==> config.mk <==
export PLATFORM = sky130hd
export DESIGN_NAME = mod_updown_counter
export DESIGN_NICKNAME = d
export VERILOG_FILES = /design/src/rtl/mod_updown_counter_pkg.sv /design/src/rtl/count_next_logic.sv /design/src/rtl/mod_updown_counter.sv
export SDC_FILE = /design/constraint.sdc
export NUM_CORES = 1
export LEC_CHECK = 0
export ABC_AREA = 1
export CAP_MARGIN = 20
export CORE_AREA = 3 3 40 42
export DETAILED_ROUTE_END_ITERATION = 10
export DIE_AREA = 0 0 43 45
export GPL_TIMING_DRIVEN = 0
export SLEW_MARGIN = 40
export SYNTH_ARGS = -nofsm -noshare
export SYNTH_HDL_FRONTEND = slang
export SYNTH_SLANG_ARGS = --single-unit
==> constraint.sdc <==
create_clock -name clk -period 2.64 [get_ports clk]
set_clock_uncertainty 0.2 [all_clocks]
set_input_delay 0.396 -clock clk [delete_from_list [all_inputs] [get_ports clk]]
set_output_delay 0.396 -clock clk [all_outputs]
set_load 0.03 [all_outputs]
==> src/rtl/mod_updown_counter_pkg.sv <==
// Shared definitions for the modulo up/down counter.
//   DIR_UP / DIR_DN  : encodings of the 'up' direction input
//   terminal_value() : value at which a count event wraps or saturates,
//                      given the modulus and the direction
package mod_updown_counter_pkg;

    localparam logic DIR_UP = 1'b1;
    localparam logic DIR_DN = 1'b0;

    // 64-bit so that MODULUS = 2**32 is representable.
    function automatic longint unsigned terminal_value(input longint unsigned modulus,
                                                       input logic            dir);
        return (dir == DIR_UP) ? modulus - 64'd1 : 64'd0;
    endfunction

endpackage

==> src/rtl/count_next_logic.sv <==
// Combinational next-state arithmetic for mod_updown_counter.
//   a_i         : current counter value
//   up_i        : direction (1 = increment, 0 = decrement)
//   i_i         : parallel-load data
//   count_val_o : value the counter takes on a count event
//   at_term_o   : a_i equals the terminal value for the current direction
//   load_val_o  : value the counter takes on a load (clamped to MODULUS-1)
//   load_oor_o  : load data is out of range (i_i >= MODULUS)
module count_next_logic
    import mod_updown_counter_pkg::*;
#(
    parameter int unsigned     WIDTH    = 4,
    parameter longint unsigned MODULUS  = 64'd1 << WIDTH,
    parameter bit              SATURATE = 1'b0
) (
    input  logic [WIDTH-1:0] a_i,
    input  logic             up_i,
    input  logic [WIDTH-1:0] i_i,
    output logic [WIDTH-1:0] count_val_o,
    output logic             at_term_o,
    output logic [WIDTH-1:0] load_val_o,
    output logic             load_oor_o
);

    localparam logic [WIDTH-1:0] TermUp = WIDTH'(terminal_value(MODULUS, DIR_UP));
    localparam logic [WIDTH-1:0] TermDn = WIDTH'(terminal_value(MODULUS, DIR_DN));
    localparam logic [WIDTH:0]   One    = (WIDTH + 1)'(1);

    logic [WIDTH-1:0] term;
    logic [WIDTH:0]   a_ext;
    logic [WIDTH:0]   step;
    logic             unused_step_msb;

    always_comb begin
        term      = (up_i == DIR_UP) ? TermUp : TermDn;
        at_term_o = (a_i == term);

        // One guard bit so the +/-1 is never truncated mid-expression; away
        // from the terminal value the result always fits back into WIDTH bits.
        a_ext = {1'b0, a_i};
        step  = (up_i == DIR_UP) ? a_ext + One : a_ext - One;

        if (!at_term_o) begin
            count_val_o = step[WIDTH-1:0];
        end else if (SATURATE) begin
            count_val_o = a_i;
        end else begin
            // Wrap to the opposite end of the range.
            count_val_o = (up_i == DIR_UP) ? TermDn : TermUp;
        end

        load_oor_o = (64'(i_i) >= MODULUS);
        load_val_o = load_oor_o ? TermUp : i_i;
    end

    assign unused_step_msb = step[WIDTH];

endmodule

==> src/rtl/mod_updown_counter.sv <==
// Loadable modulo-N up/down counter with wrap or saturate behaviour.
//   clk      : clock, all state changes on the rising edge
//   reset    : synchronous active-high reset (a, ovf, load_err -> 0)
//   load     : parallel load of i (clamped to MODULUS-1, flags load_err)
//   count    : count enable
//   up       : direction, 1 = increment, 0 = decrement
//   i        : parallel-load data
//   a        : registered counter value
//   c_out    : combinational terminal-count carry/borrow
//   ovf      : registered sticky wrap/saturate flag, cleared by load/reset
//   load_err : registered flag, last load was out of range
// Edge priority: reset > load > count > hold.
module mod_updown_counter
    import mod_updown_counter_pkg::*;
#(
    parameter int unsigned     WIDTH    = 4,
    parameter longint unsigned MODULUS  = 64'd1 << WIDTH,
    parameter bit              SATURATE = 1'b0
) (
    input  logic             clk,
    input  logic             reset,
    input  logic             load,
    input  logic             count,
    input  logic             up,
    input  logic [WIDTH-1:0] i,
    output logic [WIDTH-1:0] a,
    output logic             c_out,
    output logic             ovf,
    output logic             load_err
);

    if (WIDTH < 2 || WIDTH > 32) begin : gen_bad_width
        $fatal(1, "mod_updown_counter: WIDTH must be in 2..32");
    end
    if (MODULUS < 2 || MODULUS > (64'd1 << WIDTH)) begin : gen_bad_modulus
        $fatal(1, "mod_updown_counter: MODULUS must be in 2..2**WIDTH");
    end

    logic [WIDTH-1:0] a_q, a_d;
    logic             ovf_q, ovf_d;
    logic             load_err_q, load_err_d;

    logic [WIDTH-1:0] count_val;
    logic             at_term;
    logic [WIDTH-1:0] load_val;
    logic             load_oor;

    count_next_logic #(
        .WIDTH    (WIDTH),
        .MODULUS  (MODULUS),
        .SATURATE (SATURATE)
    ) u_next (
        .a_i         (a_q),
        .up_i        (up),
        .i_i         (i),
        .count_val_o (count_val),
        .at_term_o   (at_term),
        .load_val_o  (load_val),
        .load_oor_o  (load_oor)
    );

    // Load / count / hold; reset is applied in the register block.
    always_comb begin
        a_d        = a_q;
        ovf_d      = ovf_q;
        load_err_d = load_err_q;
        if (load) begin
            a_d        = load_val;
            load_err_d = load_oor;
            ovf_d      = 1'b0;
        end else if (count) begin
            a_d = count_val;
            if (at_term) begin
                ovf_d = 1'b1;
            end
        end
    end

    always_ff @(posedge clk) begin
        if (reset) begin
            a_q        <= '0;
            ovf_q      <= 1'b0;
            load_err_q <= 1'b0;
        end else begin
            a_q        <= a_d;
            ovf_q      <= ovf_d;
            load_err_q <= load_err_d;
        end
    end

    assign a        = a_q;
    assign ovf      = ovf_q;
    assign load_err = load_err_q;
    assign c_out    = count & ~load & ~reset & at_term;

endmodule

==> results.md <==
* Fin crit share at 94.31%
* Slowest stage cell, crit path: clkdlybuf4s50_1
* Max Clk Rate at 0.4017 GHz
* Top FF cell, synth: dfxtp_1
* YS warnings at 0
* Crit path max-delay family: buffers and inverters
* Largest net degree at the start of global routing at 8
* Multi-input gate area at 277.8 um^2
* DRC at 0
* Number of setup violations in the final report at 0
* Commonest non-fill, non-tap cell in the layout: nand2_1
* Syn Nets at 81
* Post-Syn Area per Cell at 6.020 um^2
* DR iter-0 viols at 5
* Num CTS Buffers at 3
* Placed cell count at 98
* Storage element area at 100.1 um^2
* VDD IR max at 0.2385 mV
* Die Ht at 45 um
* Clk_lat worst skew at 0.25 ns
* EDFF count, synth at 0
* Hold slack at 0.2532 ns
* Initial core utilization at 32.33%
* Io pins at 16
* Fin util at 47.71%
* Port-buffer cells at 14
* H-Tree Depth at 1
* Setup crit start kind: input pin
* Minimum clock period at 2.490 ns
* Post-DP HPWL at 741.6 um
* Critical Path End Type: primary output
* GP Congestion at 0.7643
* ANT nets after route at 0
* Root Driver: clkbuf_4
* FF-to-FF Start: a[0]
* Clk sinks at 5
* WP data arrival at 1.89 ns
* Fill cells at 140
* Post-Syn Area at 415.4 um^2
* Pwr per Cell Area at 462.0 nW/um^2
* Critical Path Max Stage Delay at 0.49 ns
* CP Launch Point: up
* Min-delay src: ovf
* Initial antenna violation count at 0
* HP Class: reg -> reg
* LEAKAGE at 0.3057 nW
* Final Hold Viols at 0
* Worst path bufs/invs at 3
* Yosys cell types at 18
* Commonest non-fill, non-tap cells in the layout: nand2_1, clkdlybuf4s50_1, inv_1, nor2_1, dfxtp_1
* Vias at 449
* N_diodes at 0
* GR Util All Layers at 10.68%
* First-pass GRT wire length at 1490 um
* Outcome: complete, no violations
* Cell chain of the critical path: clkdlybuf4s50_1 > inv_2 > ha_4 > nand2_1 > nor2_2 > nand3_1 > nor2_1 > buf_4
* Drt wl/cell at 9.265 um
* Fraction of the yosys area taken by sequential cells at 24.10%
* Critical path data required time at 2.04 ns
* Area Growth Syn to Fin at 47.59%
* Die Width at 43 um
* Vias in the first global route at 358
* Nets@finish at 100
* CTS tree: built
* Clock-pin slew on the worst setup and hold paths at 0.05 ns
* Die area at 1935 um^2
* WS Path Type: in -> out
* Number of max-cap violations at 0
* Critical-path maximum fanout at 7
* Synth Instances at 69
* Layout cells sized above 1 at 13.79%
* Layout Cells excl Fill at 102
* Max Root-Sink Buffers at 2
* Post-CTS Hold Buffers at 0
* Dpl ws at -0.4470 ns
* Vias per std cell at 4.402
* Std-Cell Rows at 13
* Setup ws final at 0.1503 ns
* Pins Over Slew Limit at 0
* Unrepaired setup endpoints after global routing: no
* FFs w/ async S/R, synth at 0%
* Core Area at 1285 um^2
* GRT overflow at 0
* DRT Pass-1 Iters at 4
* Detailed Route WL at 945 um
* Number of synthesized register bits at 5
==> flip-flops by register name, summed over array words and instances, names as in the netlist <==
register	cells
a	4
ovf	1
==> per-layer routing <==
layer,GRT usage [%],routed length [um],vias up
li1,-,-,246
met1,14.32,482,181
met2,14.37,369,17
met3,1.195,55,5
met4,10.84,38,0
met5,0,0,-
==> cell families after synthesis <==
group	after synthesis	share of synthesized area, %
compound gates	7	9.940
xor+xnor	1	2.109
fa+ha+maj	3	10.84
buf+inv	13	12.65
flops	5	24.10
other cells	1	0.9027
simple gates	39	39.46
==> per-stage QoR <==
| stage | instance area, um^2 | total power, mW | TNS [ns] |
|---|---|---|---|
| global placement | 574.3 | 0.1890 | -0.4397 |
| CTS | 595.6 | 0.2819 | 0 |
| floorplan | 415.4 | 0.1540 | 0 |
| finish | 613.1 | 0.2832 | 0 |
| detailed placement | 574.3 | 0.1899 | -0.4470 |
| global route | 613.1 | 0.3011 | 0 |
==> worst reg2reg max path, delay by kind of cell, from the launching register on <==
family / cells / cell delay (ns)
adders and majority gates: 1 / 0.45
DFF: 1 / 0.38
and+or+nand+nor: 3 / 0.16
xor gates and xnor gates: 1 / 0.14
AOI/OAI and AO/OA: 1 / 0.12
==> cell type report <==
| type | instances | share of cell area, % |
|---|---|---|
| multi-input cells | 51 | 45.31 |
| repair buffers | 14 | 22.45 |
| flip-flops and latches | 5 | 16.33 |
| inverters | 12 | 7.347 |
| clock buffers | 4 | 4.286 |
| well taps | 15 | 3.061 |
| plain buffers | 1 | 1.224 |
==> timing repair <==
action,in CTS,in global routing
cloned,0,0
buffers inserted,0,0
resized for setup,5,4
endpoints found under the setup margin,1,1
==> path summary, 6_finish.rpt <==
path / end / cells past startpoint / slack, ns
max: c_out / 8 / 0.15
min: ovf / 2 / 0.25
max reg2reg: a[2] / 6 / 1.11
min reg2reg: ovf / 2 / 0.25
==> Yosys cell counts (2+ instances only) <==
master,count,area share (%)
nor2_1,6,5.4
inv_2,2,1.8
inv_1,10,9.0
a21oi_1,2,2.4
ha_1,2,6.0
nand3_1,4,4.8
dfxtp_1,5,24
o21ai_0,2,2.4
nand2_1,26,23
a31oi_1,2,3.0
==> power by group <==
group,internal [mW],total (mW),switching [mW]
Combinational,0.0464,0.103,0.0562
Clock,0.0572,0.0905,0.0332
Sequential,0.0816,0.0902,0.00862
Total,0.185,0.283,0.0980
Note: power is estimated with default switching activity, not from simulation.
